<file path="src/rtl/instr_encoder_if.sv">
// Request and instruction-memory write bus of the program-loader encoder.
// The slave modport is the encoder; the master side feeds requests and observes writes.
interface instr_encoder_if #(
   parameter int unsigned ADDR_W = 6
) ();
   logic              InValid;
   logic              InReady;
   logic [3:0]        Mnem;
   logic [4:0]        Rs;
   logic [4:0]        Rt;
   logic [4:0]        Rd;
   logic [15:0]       Imm;
   logic [25:0]       Target;
   logic              MemWE;
   logic [ADDR_W-1:0] MemAddr;
   logic [31:0]       MemData;

   modport master (
      output InValid, Mnem, Rs, Rt, Rd, Imm, Target,
      input  InReady, MemWE, MemAddr, MemData
   );

   modport slave (
      input  InValid, Mnem, Rs, Rt, Rd, Imm, Target,
      output InReady, MemWE, MemAddr, MemData
   );
endinterface

</file>
<file path="src/rtl/instr_encoder.sv">
// Encodes compact instruction requests into MIPS words and writes them sequentially
// into instruction memory, one word per two cycles at most.
module instr_encoder #(
   parameter int unsigned ADDR_W = 6,
   parameter int unsigned DEPTH  = 64
) (
   input  logic              clk,
   input  logic              rst_n,
   input  logic              Clear,
   instr_encoder_if.slave    bus,
   output logic [ADDR_W:0]   Count,
   output logic              Full,
   output logic              Error
);

   localparam logic [ADDR_W:0] DepthW = (ADDR_W + 1)'(DEPTH);

   typedef enum logic [1:0] {StIdle, StWrite, StFull} state_e;

   state_e            state_q, state_d;
   logic [ADDR_W:0]   count_q, count_d;
   logic [31:0]       data_q, data_d;
   logic              error_q, error_d;

   logic [31:0]       word;
   logic              legal;
   logic [5:0]        funct;
   logic [5:0]        op;
   logic [ADDR_W:0]   count_inc;

   // Word encoder; fields pass through untouched, Rd only reaches R-type words.
   always_comb begin
      legal = 1'b1;
      funct = 6'b000000;
      op    = 6'b000000;
      word  = 32'h0;
      case (bus.Mnem)
         4'd0:    funct = 6'b100000;
         4'd1:    funct = 6'b100010;
         4'd2:    funct = 6'b100100;
         4'd3:    funct = 6'b100101;
         4'd4:    funct = 6'b100111;
         4'd5:    funct = 6'b101010;
         4'd6:    op    = 6'b001000;
         4'd7:    op    = 6'b100011;
         4'd8:    op    = 6'b101011;
         4'd9:    op    = 6'b000100;
         4'd10:   op    = 6'b000010;
         default: legal = 1'b0;
      endcase
      if (bus.Mnem <= 4'd5) begin
         word = {6'b000000, bus.Rs, bus.Rt, bus.Rd, 5'b00000, funct};
      end else if (bus.Mnem == 4'd10) begin
         word = {op, bus.Target};
      end else begin
         word = {op, bus.Rs, bus.Rt, bus.Imm};
      end
   end

   assign count_inc = count_q + 1'b1;

   always_comb begin
      state_d = state_q;
      count_d = count_q;
      data_d  = data_q;
      error_d = error_q;
      if (Clear) begin
         state_d = StIdle;
         count_d = '0;
         error_d = 1'b0;
      end else begin
         case (state_q)
            StIdle: begin
               if (bus.InValid) begin
                  if (legal) begin
                     data_d  = word;
                     state_d = StWrite;
                  end else begin
                     error_d = 1'b1;
                  end
               end
            end
            StWrite: begin
               count_d = count_inc;
               state_d = (count_inc == DepthW) ? StFull : StIdle;
            end
            default: state_d = StFull;
         endcase
      end
   end

   always_ff @(posedge clk) begin
      if (!rst_n) begin
         state_q <= StIdle;
         count_q <= '0;
         data_q  <= 32'h0;
         error_q <= 1'b0;
      end else begin
         state_q <= state_d;
         count_q <= count_d;
         data_q  <= data_d;
         error_q <= error_d;
      end
   end

   // Clear wins over a same-cycle request and cancels the write pulse outright.
   assign bus.InReady = (state_q == StIdle) && !Clear;
   assign bus.MemWE   = (state_q == StWrite) && !Clear;
   assign bus.MemAddr = count_q[ADDR_W-1:0];
   assign bus.MemData = data_q;
   assign Count       = count_q;
   assign Full        = (count_q == DepthW);
   assign Error       = error_q;

endmodule

</file>
<file path="src/flat_wrapper.sv">
// flat-port wrapper written by rule: the top's interface ports become plain ports
module instr_encoder_flat 
#(
   parameter int unsigned ADDR_W = 6,
   parameter int unsigned DEPTH  = 64
)
  (clk, rst_n, Clear, Count, Full, Error, bus_InValid, bus_Mnem, bus_Rs, bus_Rt, bus_Rd, bus_Imm, bus_Target, bus_InReady, bus_MemWE, bus_MemAddr, bus_MemData);
  instr_encoder_if #(.ADDR_W(ADDR_W)) bus_i ();
  input  logic clk;
  input  logic rst_n;
  input  logic Clear;
  output logic [ADDR_W:0] Count;
  output logic Full;
  output logic Error;
  input wire logic [$bits(bus_i.InValid)-1:0] bus_InValid;
  input wire logic [$bits(bus_i.Mnem)-1:0] bus_Mnem;
  input wire logic [$bits(bus_i.Rs)-1:0] bus_Rs;
  input wire logic [$bits(bus_i.Rt)-1:0] bus_Rt;
  input wire logic [$bits(bus_i.Rd)-1:0] bus_Rd;
  input wire logic [$bits(bus_i.Imm)-1:0] bus_Imm;
  input wire logic [$bits(bus_i.Target)-1:0] bus_Target;
  output wire logic [$bits(bus_i.InReady)-1:0] bus_InReady;
  output wire logic [$bits(bus_i.MemWE)-1:0] bus_MemWE;
  output wire logic [$bits(bus_i.MemAddr)-1:0] bus_MemAddr;
  output wire logic [$bits(bus_i.MemData)-1:0] bus_MemData;
  assign bus_i.InValid = bus_InValid;
  assign bus_i.Mnem = bus_Mnem;
  assign bus_i.Rs = bus_Rs;
  assign bus_i.Rt = bus_Rt;
  assign bus_i.Rd = bus_Rd;
  assign bus_i.Imm = bus_Imm;
  assign bus_i.Target = bus_Target;
  assign bus_InReady = bus_i.InReady;
  assign bus_MemWE = bus_i.MemWE;
  assign bus_MemAddr = bus_i.MemAddr;
  assign bus_MemData = bus_i.MemData;
  instr_encoder #(.ADDR_W(ADDR_W), .DEPTH(DEPTH)) u_core (.clk(clk), .rst_n(rst_n), .Clear(Clear), .bus(bus_i), .Count(Count), .Full(Full), .Error(Error));
endmodule
</file>
<file path="config.mk">
export PLATFORM = sky130hd
export DESIGN_NAME = instr_encoder_flat
export DESIGN_NICKNAME = d
export VERILOG_FILES = /design/src/rtl/instr_encoder_if.sv /design/src/rtl/instr_encoder.sv /design/src/flat_wrapper.sv
export SDC_FILE = /design/constraint.sdc
export NUM_CORES = 1
export LEC_CHECK = 0
export ABC_AREA = 1
export BUFFER_PORTS_ARGS = -buffer_cell sky130_fd_sc_hd__buf_2
export CAP_MARGIN = 20
export CELL_PAD_IN_SITES_DETAIL_PLACEMENT = 0
export CELL_PAD_IN_SITES_GLOBAL_PLACEMENT = 1
export CORE_MARGIN = 5
export CORE_UTILIZATION = 32
export CTS_CLUSTER_SIZE = 24
export DETAILED_ROUTE_END_ITERATION = 6
export PLACE_DENSITY = 0.84
export SLEW_MARGIN = 5
export SYNTH_ARGS = -nofsm -noshare
export SYNTH_HDL_FRONTEND = slang
export SYNTH_SLANG_ARGS = --single-unit
</file>
<file path="constraint.sdc">
create_clock -name clk -period 2.2 [get_ports clk]
set_input_delay 0 -clock clk [delete_from_list [all_inputs] [get_ports clk]]
set_output_delay 0 -clock clk [all_outputs]
set_load 0.005 [all_outputs]
</file>
* Word-level counts from Yosys, hierarchy flattened *
Cells that the tools add are included.

word-level totals
  flip-flop bits (word level) = 42
  output and inout bits = 49

operators by class
  $add $sub $neg = 1
  order comparisons = 1
  equality and inequality tests = 15
  multiplexer cells = 9
  bitwise operators = 3
  reductions and logical operators = 10

operator list
  operator               number
  $pmux W6 S6            1
  $mux W32               1
  $pmux W6 S5            1
  $mux W26               1
  $eq A4 B3 Y1 const B   4
  $eq A7 B7 Y1 const B   2
  $eq A4 B4 Y1 const B   3
  $reduce_or A11 Y1      1
  $eq A4 B2 Y1 const B   2
  $add A7 B1 Y7 const B  1
  $mux W2                3
  $eq A4 B1 Y1 const B   1
  $le A4 B3 Y1 const B   1
  $logic_not A4 Y1       1
  $pmux W2 S2            1
  $reduce_and A4 Y1      1
  $not A1 Y1             3
  $reduce_and A3 Y1      1
  $eq A2 B1 Y1 const B   1
  $logic_and A1 B1 Y1    2
  $logic_not A2 Y1       1
  $ne A2 B1 Y1 const B   1
  $ne A2 B2 Y1 const B   1
  $reduce_and A2 Y1      1
  other kinds (3)        3

* Logic depth before layout (Yosys ltp) *
Gate-level depths: netlist (run 1).

  depth after elaboration = 6
  depth in mapped cells = 9
  depth with buffers taken out = 8

* Worst setup path after synthesis (run 1) *
Ideal clock, no wire load.

  kind = reg2reg
  from = register u_core.state_q[0]
  to = register u_core.data_q[1] (netlist: u_core.bus.MemData[1])
  arrival = 1106 ps
  path slack = 977 ps
  cell stages (with the launch flop) = 8
  path buffers = 1
  cells stage by stage = dfxtp_1 > nor3_4 > nand3_4 > inv_2 > buf_6 > nand2_1 > nor2_1 > nor2_1

between the ends
  word-level cells in the longest chain between the ends = 2

RTL lines
  item                                line                  text
  from (decl)                         instr_encoder.sv:20   state_e state_q, state_d;
  from (signal assigned)              instr_encoder.sv:94   state_q <= StIdle;
  from (signal assigned)              instr_encoder.sv:99   state_q <= state_d;
  $logic_not A2 Y1                    instr_encoder.sv:72   case (state_q)
  $reduce_and A4 Y1 (no source line)  --
  to (signal assigned)                instr_encoder.sv:101  data_q <= data_d;
  to (decl)                           instr_encoder.sv:22   logic [31:0] data_q, data_d;

No other way between the ends.
A chain may end at the register's enable or synchronous reset.

* Worst setup path in the final report (run 1) *
  from = register u_core.state_q[0]
  to = register u_core.data_q[27] (netlist: u_core.bus.MemData[27])

Same word-level chain as after synthesis.

==> impl_metrics.env, run 1 <==
export IMPL_initial_core_util_pct=32.5
export IMPL_placed_cell_area_sq_um=2710
export IMPL_clock_fmax_mhz=557
export IMPL_critPathKind="register to register"
export IMPL_totalWireLength_microns=6260
export IMPL_n_antenna_cell=0
export IMPL_track_usage_pct=14.6
export IMPL_postCtsSetupRepairBufs=0
export IMPL_cp_max_fo=31
export IMPL_setup_tns_ns=0
export IMPL_clk_latency_ns=0.29
export IMPL_rows=30
export IMPL_drc_errors=0
export IMPL_grt_pass1_wl_microns=10300
export IMPL_wl_met2_microns=2700
export IMPL_cts_sinks=40
export IMPL_netlist_cell_type_count=29
export IMPL_power_switching_uw=413
export IMPL_drv_cap=0
export IMPL_critPathArrivalTime_ns=2.01
export IMPL_grt_pass1_vias=2256
export IMPL_grt_max_degree=32
export IMPL_p_clk_share_pct=33.4
export IMPL_ys_ff_latch=40
export IMPL_period_minus_slack_ns=1.79
export IMPL_p_seq_share_pct=50.2
export IMPL_outcome="complete, no violations"
export IMPL_seqCellArea_sq_um=801
export IMPL_fp_dieW_microns=92.9
export IMPL_synthCells=339
export IMPL_cts_buffer_depth=2
export IMPL_io_buffers=112
export IMPL_ant_nets=0
export IMPL_wl_met1_microns=2840
export IMPL_crit_required_ns=2.42
export IMPL_finalHoldViolations=0
export IMPL_rsz0062_at_grt="no"
export IMPL_period_share_pct=81.6
export IMPL_wl_met3_microns=669
export IMPL_detail_route_first_pass_iterations=4
export IMPL_whs_path_depth=3
export IMPL_synth_area_sq_um=2200
export IMPL_reg2regPathDepth=5
export IMPL_setup_worst_path_start_class="register"
export IMPL_fin_util_pct=41.6
export IMPL_ir_drop_mv=0.215
export IMPL_power_total_uw=1530
export IMPL_setup_violations=0
export IMPL_design_area_sq_um=2810
export IMPL_yosysSeqAreaShare_pct=36.4
export IMPL_switching_share_pct=27.0
export IMPL_top_layer="met4"
export IMPL_syn_to_final_growth_pct=27.8
export IMPL_drt_iter0_drc=74
export IMPL_crit_path_end_kind="register"
export IMPL_layout_nets=505
export IMPL_multi_input_area_sq_um=1140
export IMPL_power_leakage_uw=0.00143
export IMPL_wire_per_inst_microns=12.1
export IMPL_antenna_found_initial=0
export IMPL_fin_skew_ns=0.00514
export IMPL_fp_dieH_microns=92.9
export IMPL_yosys_warnings=0
export IMPL_io_pins=114
export IMPL_p_int_uw=1120
export IMPL_power_frac_comb_pct=16.3
export IMPL_place_hpwl_microns=4770
export IMPL_avgSynthCellArea_sq_um=6.48
export IMPL_hp_class="input pin to register"
export IMPL_maxSlewViolCount=0
export IMPL_cts_tree="done"
export IMPL_synth_edf_count=0
export IMPL_worst_slew_pin_slew_ns=0.613
export IMPL_core_sq_um=6760
export IMPL_ctsHtreeMaxLevel=2
export IMPL_relSlewSlack_pct=59.1
export IMPL_clk_pin_slew_ns=0.08
export IMPL_die_area_sq_um=8630
export IMPL_cts_buffers=5
export IMPL_synth_nets=406
export IMPL_synthFlopType="dfxtp_1"
export IMPL_gp_congestion=0.810
export IMPL_layout_drive_gt1_share_pct=30.1
export IMPL_ys_async_sr_fraction_pct=0
export IMPL_avgViaCountPerCell=4.57
export IMPL_grt_ovfl_total=0
export IMPL_n_fill_cell=750
export IMPL_root_buffer="clkbuf_8"
export IMPL_vias=2373
export IMPL_power_density_nw_per_um2=544
placed cells by master, fill, tap and decap left out, drive strengths merged:
| cell type | n |
|---|---|
| a21oi | 25 |
| o21ai | 30 |
| a211oi | 1 |
| o31ai | 1 |
| conb | 1 |
| ha | 2 |
| nand4 | 3 |
| clkbuf | 7 |
| buf | 113 |
| nand3 | 12 |
| a21boi | 1 |
| dfxtp | 40 |
| o211ai | 1 |
| nand2 | 118 |
| clkinvlp | 1 |
| dlygate4sd3 | 1 |
| inv | 24 |
| nor3 | 5 |
| o21bai | 1 |
| xor2 | 1 |
| nor2 | 51 |
power groups by stage:
stage	clock, uW	sequential (uW)	combinational (uW)
2_1_floorplan	0	786	140
3_3_place_gp	0	784	249
3_5_place_dp	0	784	252
4_1_cts	526	768	254
5_1_grt	559	771	286
6_report	511	768	249
critical path, stage by stage (launching register included):
cell	delay (ns)
dfxtp_1	0.34
nor3_4	0.26
nand3_4	0.29
inv_2	0.50
o21ai_0	0.19
a21oi_1	0.15
worst paths after layout:
path | startpoint | endpoint | slack (ns)
hold / removal | bus_Target[3] | u_core.bus.MemData[3] | 0.01
setup / recovery | u_core.state_q[0] | u_core.bus.MemData[27] | 0.41
setup reg to reg | u_core.state_q[0] | u_core.bus.MemData[27] | 0.41
hold reg to reg | u_core.bus.MemData[27] | u_core.bus.MemData[27] | 0.46
metal layers:
layer	up-vias	global-route usage, %
met5	-	0
met4	0	3.30
met3	5	6.09
met2	100	23.3
met1	1003	18.3
li1	1265	-
stage by stage:
stage	setup WS (ns)	hold WS (ns)	instances
after floorplan	0.977	0.0278	339
after global placement	0.506	0.298	510
after detailed placement	0.412	0.297	510
after CTS	0.396	0.00656	519
after global routing	0.227	0.0202	519
final	0.405	0.0134	519
sequential cells by signal, indices dropped and copies added (netlist names):
name	count
u_core.state_q	2
u_core.Count	7
u_core.bus.MemData	30
u_core.Error	1
Yosys cell counts, types with 4 or more instances:
| cell | n | area [sq um] |
|---|---|---|
| nand3_1 | 11 | 55.1 |
| nor3_1 | 4 | 20.0 |
| inv_2 | 4 | 15.0 |
| o21ai_1 | 8 | 40.0 |
| dfxtp_1 | 40 | 801 |
| nor2_1 | 49 | 184 |
| buf_6 | 4 | 45.0 |
| buf_4 | 12 | 90.1 |
| nand2_1 | 116 | 435 |
| o21ai_0 | 21 | 105 |
| a21oi_1 | 25 | 125 |
| inv_1 | 19 | 71.3 |
cell type report:
class / instances / share of cell area [%]
sequential: 40 / 28.5
clock inverter: 1 / 0.267
inverter: 24 / 3.30
timing repair buffer: 114 / 20.6
tap: 80 / 3.56
multi-input combinational: 253 / 40.7
clock buffer: 7 / 3.07
cell families (layout without fill, tap and decap cells):
| kind of cell | Yosys count | after routing | share of synthesized area (%) |
|---|---|---|---|
| AND/OR/NAND/NOR | 189 | 189 | 35.6 |
| AO/OA/AOI/OAI | 60 | 60 | 14.7 |
| adder cells (fa/ha/maj) | 2 | 2 | 1.14 |
| buffers and inverters | 46 | 146 | 11.6 |
| XOR/XNOR | 1 | 1 | 0.398 |
| other | 1 | 1 | 0.171 |
| flip-flops | 40 | 40 | 36.4 |
timing repair:
item | in CTS | in global routing
gates resized for setup | 0 | 0
hold buffers | 1 | 0
endpoints found under the setup margin | 0 | 0
endpoints found under the hold margin | 1 | 0
No activity file was read; power rests on OpenSTA's default activity.
==> run 2, diff against run 1 <==
--- a/config.mk
+++ b/config.mk
@@ -5,7 +5,7 @@
 export SDC_FILE = /design/constraint.sdc
 export NUM_CORES = 1
 export LEC_CHECK = 0
-export ABC_AREA = 1
+export ABC_AREA = 0
 export BUFFER_PORTS_ARGS = -buffer_cell sky130_fd_sc_hd__buf_2
 export CAP_MARGIN = 20
 export CELL_PAD_IN_SITES_DETAIL_PLACEMENT = 0
@@ -14,7 +14,7 @@
 export CORE_UTILIZATION = 32
 export CTS_CLUSTER_SIZE = 24
 export DETAILED_ROUTE_END_ITERATION = 6
-export PLACE_DENSITY = 0.84
+export PLACE_DENSITY = 0.8
 export SLEW_MARGIN = 5
 export SYNTH_ARGS = -nofsm -noshare
 export SYNTH_HDL_FRONTEND = slang
==> constraint.sdc (replaced) <==
create_clock -name clk -period 1.8 [get_ports clk]
set_input_delay 0 -clock clk [delete_from_list [all_inputs] [get_ports clk]]
set_output_delay 0 -clock clk [all_outputs]
set_load 0.005 [all_outputs]
==> impl_metrics.env, run 2 <==
export IMPL_outcome="complete, no violations"
export IMPL_drc_errors=0
export IMPL_wl_met2_microns=3220
export IMPL_crit_required_ns=1.99
export IMPL_ctsHtreeMaxLevel=2
export IMPL_p_int_uw=1380
export IMPL_synth_area_sq_um=2180
export IMPL_critPathKind="register to register"
export IMPL_power_frac_comb_pct=20.2
export IMPL_die_area_sq_um=8570
export IMPL_initial_core_util_pct=32.5
export IMPL_finalHoldViolations=0
export IMPL_synth_edf_count=0
export IMPL_grt_pass1_vias=2333
export IMPL_dp_cells=429
export IMPL_n_antenna_cell=0
export IMPL_io_pins=114
export IMPL_totalWireLength_microns=6740
export IMPL_synth_most_common_cell="dfxtp_1"
export IMPL_r2r_end="u_core.bus.MemData[14]"
export IMPL_grt_max_degree=36
export IMPL_layout_drive_gt1_share_pct=38.2
export IMPL_placed_cell_area_sq_um=2780
export IMPL_power_switching_uw=500
export IMPL_power_leakage_uw=0.00152
export IMPL_syn_to_final_growth_pct=39.8
export IMPL_wl_met1_microns=2860
export IMPL_cts_buffer_depth=2
export IMPL_netlist_cell_type_count=51
export IMPL_layout_nets=441
export IMPL_ir_drop_mv=0.475
export IMPL_ys_async_sr_fraction_pct=0
export IMPL_grt_pass1_wl_microns=10800
export IMPL_gp_congestion=0.866
export IMPL_synth_top_area_share_pct=36.7
export IMPL_clk_latency_ns=0.29
export IMPL_detail_route_first_pass_iterations=5
export IMPL_synth_area_leaders="dfxtp_1, mux2i_1, a21oi_1"
export IMPL_top_layer="met4"
export IMPL_fin_hold_ws_ns=0.00597
export IMPL_critPathCapture="u_core.bus.MemData[14]"
export IMPL_design_area_sq_um=3050
export IMPL_power_density_nw_per_um2=617
export IMPL_crit_path_end_kind="register"
export IMPL_period_share_pct=90.8
export IMPL_startpoint="u_core.state_q[0]"
export IMPL_yosys_warnings=0
export IMPL_synthTopCellsByCount="dfxtp_1, a21oi_1, o21ai_0, mux2i_1, nor2_1"
export IMPL_yosys_area_top_type="dfxtp_1"
export IMPL_clock_fmax_mhz=612
export IMPL_rsz0062_at_grt="no"
export IMPL_cp_max_fo=18
export IMPL_cts_buffers=5
export IMPL_vias=2280
export IMPL_core_sq_um=6720
export IMPL_io_buffers=112
export IMPL_cts_sinks=40
export IMPL_drv_cap=0
export IMPL_setup_tns_ns=0
export IMPL_final_cell_count_no_fill=454
export IMPL_cts_tree="done"
export IMPL_ant_nets=0
export IMPL_n_fill_cell=671
export IMPL_maxSlewViolCount=0
export IMPL_reg2regPathDepth=5
export IMPL_setup_violations=0
export IMPL_hp_class="input pin to register"
export IMPL_p_clk_share_pct=29.9
export IMPL_synthFlopType="dfxtp_1"
export IMPL_synthCells=254
export IMPL_wl_met3_microns=616
export IMPL_fp_dieW_microns=92.6
export IMPL_critPathArrivalTime_ns=1.83
export IMPL_root_buffer="clkbuf_8"
export IMPL_ctsResizeCount=0
export IMPL_avgViaCountPerCell=5.02
export IMPL_period_minus_slack_ns=1.64
export IMPL_switching_share_pct=26.6
export IMPL_clk_pin_slew_ns=0.08
export IMPL_dp_slack_ns=0.113
export IMPL_fin_ws_ns=0.165
export IMPL_wire_per_inst_microns=14.8
export IMPL_setup_worst_path_start_class="register"
export IMPL_p_seq_share_pct=50.0
export IMPL_synth_nets=321
export IMPL_grt_ovfl_total=0
export IMPL_layout_commonest_cell="buf_2"
export IMPL_fp_dieH_microns=92.6
export IMPL_largest_register_ffs=30
export IMPL_layout_common_cells="buf_2, dfxtp_1, a21oi_1, o21ai_0, mux2i_1"
export IMPL_drt_iter0_drc=115
export IMPL_fin_skew_ns=0.0140
export IMPL_timing_rr_start="u_core.state_q[0]"
export IMPL_ys_ff_latch=40
export IMPL_antenna_found_initial=0
export IMPL_r2r_slack_ns=0.16
export IMPL_track_usage_pct=15.6
export IMPL_rows=30
export IMPL_yosysSeqAreaShare_pct=36.7
export IMPL_avgSynthCellArea_sq_um=8.59
export IMPL_place_hpwl_microns=4920
## run 2: cell types whose count changed after synthesis, sizes merged, moves of 10 or more
| cell | before | now |
|---|---|---|
| inv | 24 | 8 |
| mux2i | 0 | 17 |
| nand2 | 118 | 15 |
| nor2 | 51 | 15 |
| o21ai | 30 | 20 |
| o22ai | 0 | 11 |
## run 2: cells by family (layout without fill, tap and decap cells)
logic type	after synthesis	after routing	share of synthesized area [%]
compound gates	82	82	24.5
flops	40	40	36.7
mux	22	22	10.4
other cells	1	1	0.172
fa+ha+maj	2	2	1.15
buf+inv	35	155	8.43
simple gates	65	65	15.8
xor+xnor	7	7	2.81
## run 2: cell type report
type	instances	area, sq um	area share, %
tap	80	100	3.28
clock buffer	5	68.8	2.26
multi-input combinational	179	1200	39.2
clock inverter	2	12.5	0.410
timing repair buffer	140	841	27.6
inverter	8	30.0	0.985
sequential	40	801	26.3
## run 2: power by group through the flow
stage	clock (uW)	combinational (uW)	sequential [uW]
3_3_place_gp	0	336	960
3_5_place_dp	0	342	960
6_report	562	379	939
4_1_cts	585	369	940
2_1_floorplan	0	183	962
5_1_grt	624	423	946
## run 2: worst min-delay path by stage
stage,startpoint,to,slack [ns],cells past startpoint
after CTS,bus_Imm[9],u_core.bus.MemData[9],0.0008,3
after global routing,bus_Rs[1],u_core.bus.MemData[22],0.02,3
after detailed placement,bus_Target[4],u_core.bus.MemData[4],0.28,3
final,bus_Target[22],u_core.bus.MemData[22],0.006,3
after floorplan,Clear,bus_InReady,0.03,1
after global placement,bus_Target[4],u_core.bus.MemData[4],0.27,3
## run 2: critical path: stages, from the launching register on
cell and delay, ns:
dfxtp_1 0.33, or3b_4 0.43, a211oi_4 0.25, buf_12 0.19, nand2_2 0.11, o31ai_1 0.24
## run 2: what timing repair did
| action | CTS | global route |
|---|---|---|
| hold buffers | 15 | 1 |
| endpoints found under the hold margin | 10 | 1 |
| setup buffers | 0 | 1 |
| setup endpoints to repair | 0 | 2 |
## run 2: per-stage QoR
| stage | utilization [%] | total power, uW |
|---|---|---|
| floorplan | - | 1140 |
| global placement | 41.3 | 1300 |
| detailed placement | 41.3 | 1300 |
| CTS | 44.7 | 1890 |
| global route | 45.4 | 1990 |
| finish | 45.4 | 1880 |
## run 2: routing by layer
metal,vias to the layer above,GRT usage [%]
met2,80,26.9
met4,0,3.34
li1,1155,-
met3,4,6.34
met1,1041,18.0
met5,-,0
==> run 3, diff against run 2 <==
--- a/config.mk
+++ b/config.mk
@@ -10,7 +10,7 @@
 export CAP_MARGIN = 20
 export CELL_PAD_IN_SITES_DETAIL_PLACEMENT = 0
 export CELL_PAD_IN_SITES_GLOBAL_PLACEMENT = 1
-export CORE_MARGIN = 5
+export CORE_MARGIN = 2
 export CORE_UTILIZATION = 32
 export CTS_CLUSTER_SIZE = 24
 export DETAILED_ROUTE_END_ITERATION = 6
==> impl_metrics.env, run 3 (synthesis results as in run 2) <==
export IMPL_outcome="complete, no violations"
export IMPL_r2r_slack_ns=0.19
export IMPL_maxSlewViolCount=0
export IMPL_clk_pin_slew_ns=0.08
export IMPL_drc_errors=0
export IMPL_whs_path_depth=3
export IMPL_r2r_end="u_core.bus.MemData[14]"
export IMPL_crit_path_end_kind="register"
export IMPL_setup_worst_path_start_class="input pin"
export IMPL_ant_nets=0
export IMPL_power_leakage_uw=0.00156
export IMPL_fp_dieW_microns=86.6
export IMPL_critPathKind="input pin to register"
export IMPL_syn_to_final_growth_pct=44.8
export IMPL_power_density_nw_per_um2=606
export IMPL_startpoint="bus_Mnem[2]"
export IMPL_antenna_found_initial=0
export IMPL_layout_drive_gt1_share_pct=37.2
export IMPL_drt_iter0_drc=62
export IMPL_die_area_sq_um=7490
export IMPL_n_antenna_cell=0
export IMPL_clk_latency_ns=0.30
export IMPL_gp_congestion=0.812
export IMPL_track_usage_pct=16.8
export IMPL_crit_required_ns=1.99
export IMPL_cts_buffers=5
export IMPL_cts_tree="done"
export IMPL_critPathArrivalTime_ns=1.83
export IMPL_layout_nets=451
export IMPL_initial_core_util_pct=32.6
export IMPL_wire_per_inst_microns=13.5
export IMPL_layout_common_cells="buf_2, dfxtp_1, dlygate4sd3_1, a21oi_1, o21ai_0"
export IMPL_fin_util_pct=47.2
export IMPL_cts_sinks=40
export IMPL_fin_skew_ns=0.00905
export IMPL_period_minus_slack_ns=1.65
export IMPL_clock_fmax_mhz=608
export IMPL_rsz0062_at_grt="no"
export IMPL_core_sq_um=6680
export IMPL_period_share_pct=91.4
export IMPL_grt_pass1_vias=2226
export IMPL_grt_max_degree=36
export IMPL_timing_rr_start="u_core.state_q[0]"
export IMPL_io_buffers=112
export IMPL_rows=30
export IMPL_fp_dieH_microns=86.6
export IMPL_largest_register_ffs=30
export IMPL_cts_buffer_depth=2
export IMPL_io_pins=114
export IMPL_setup_violations=0
export IMPL_n_fill_cell=652
export IMPL_ir_drop_mv=0.323
export IMPL_reg2regPathDepth=5
export IMPL_ctsHtreeMaxLevel=2
export IMPL_avgViaCountPerCell=5.03
export IMPL_vias=2332
export IMPL_totalWireLength_microns=6250
export IMPL_grt_ovfl_total=0
export IMPL_setup_tns_ns=0
export IMPL_detail_route_first_pass_iterations=5
export IMPL_root_buffer="clkbuf_8"
export IMPL_hp_class="input pin to register"
export IMPL_finalHoldViolations=0
export IMPL_grt_pass1_wl_microns=10100
export IMPL_cp_max_fo=21
export IMPL_layout_commonest_cell="buf_2"
export IMPL_drv_cap=0
export IMPL_critPathCapture="u_core.bus.MemData[8]"
export IMPL_place_hpwl_microns=4330
run 3: cell types whose count changed in the layout (fill, tap and decap cells not counted), sizes merged:
cell,previous run,this run
dlygate4sd3,16,27
buf,123,122
run 3: metrics by stage:
| step | total power (uW) | hold WS (ns) | std cells | setup WS, ns | instance area (sq um) |
|---|---|---|---|---|---|
| 6_report | 1910 | 0.00272 | 464 | 0.154 | 3160 |
| 5_1_grt | 2020 | 0.00605 | 464 | 0.00999 | 3160 |
| 4_1_cts | 1910 | 0.00216 | 462 | 0.0915 | 3120 |
| 3_5_place_dp | 1300 | 0.272 | 428 | 0.0980 | 2770 |
| 3_3_place_gp | 1290 | 0.271 | 428 | 0.163 | 2770 |
| 2_1_floorplan | 1140 | 0.0300 | 254 | 0.239 | 2180 |
run 3: timing repair:
item                       CTS  global route
hold endpoints to repair    14             0
resized for setup            0             1
hold buffers                27             0
buffers inserted             0             1
setup endpoints to repair    0             3
run 3: worst max-delay path, cell delays in order:
cell and delay, ns:
buf_2 0.24, nand2b_1 0.25, nand3b_1 0.13, buf_4 0.32, mux2i_1 0.23, dlygate4sd3_1 0.58, o2bb2ai_1 0.06
run 3: how the worst min path moves through the flow:
stage / start / to / slack (ns)
6_report: bus_Rs[1] / u_core.bus.MemData[22] / 0.003
4_1_cts: bus_Rs[1] / u_core.bus.MemData[22] / 0.002
5_1_grt: bus_Target[19] / u_core.bus.MemData[19] / 0.006
3_5_place_dp: bus_Target[6] / u_core.bus.MemData[6] / 0.27
3_3_place_gp: bus_Target[6] / u_core.bus.MemData[6] / 0.27
2_1_floorplan: Clear / bus_InReady / 0.03
run 3: layout make-up:
cell class | instances | area (sq um) | share of cell area (%)
Tap cell | 80 | 100 | 3.17
Timing Repair Buffer | 150 | 943 | 29.9
Clock buffer | 5 | 68.8 | 2.18
Clock inverter | 2 | 12.5 | 0.396
Inverter | 8 | 30.0 | 0.951
Sequential cell | 40 | 801 | 25.4
Multi-Input combinational cell | 179 | 1200 | 38.0
run 3: routing by layer:
metal  track usage (%)  part of all wire (%)  vias up
met5                 0                     0        -
met4              5.11                   1.4        0
met3              4.38                   6.2       10
met2              28.6                    47       84
met1              20.8                    45     1068
li1                  -                     -     1170
run 3: where the power goes:
group / switching [uW] / leakage [uW] / internal (uW)
Combinational: 184 / 0.00120 / 215
Clock: 312 / 0.0000400 / 262
Sequential: 18.7 / 0.000326 / 921
Total: 514 / 0.00156 / 1400
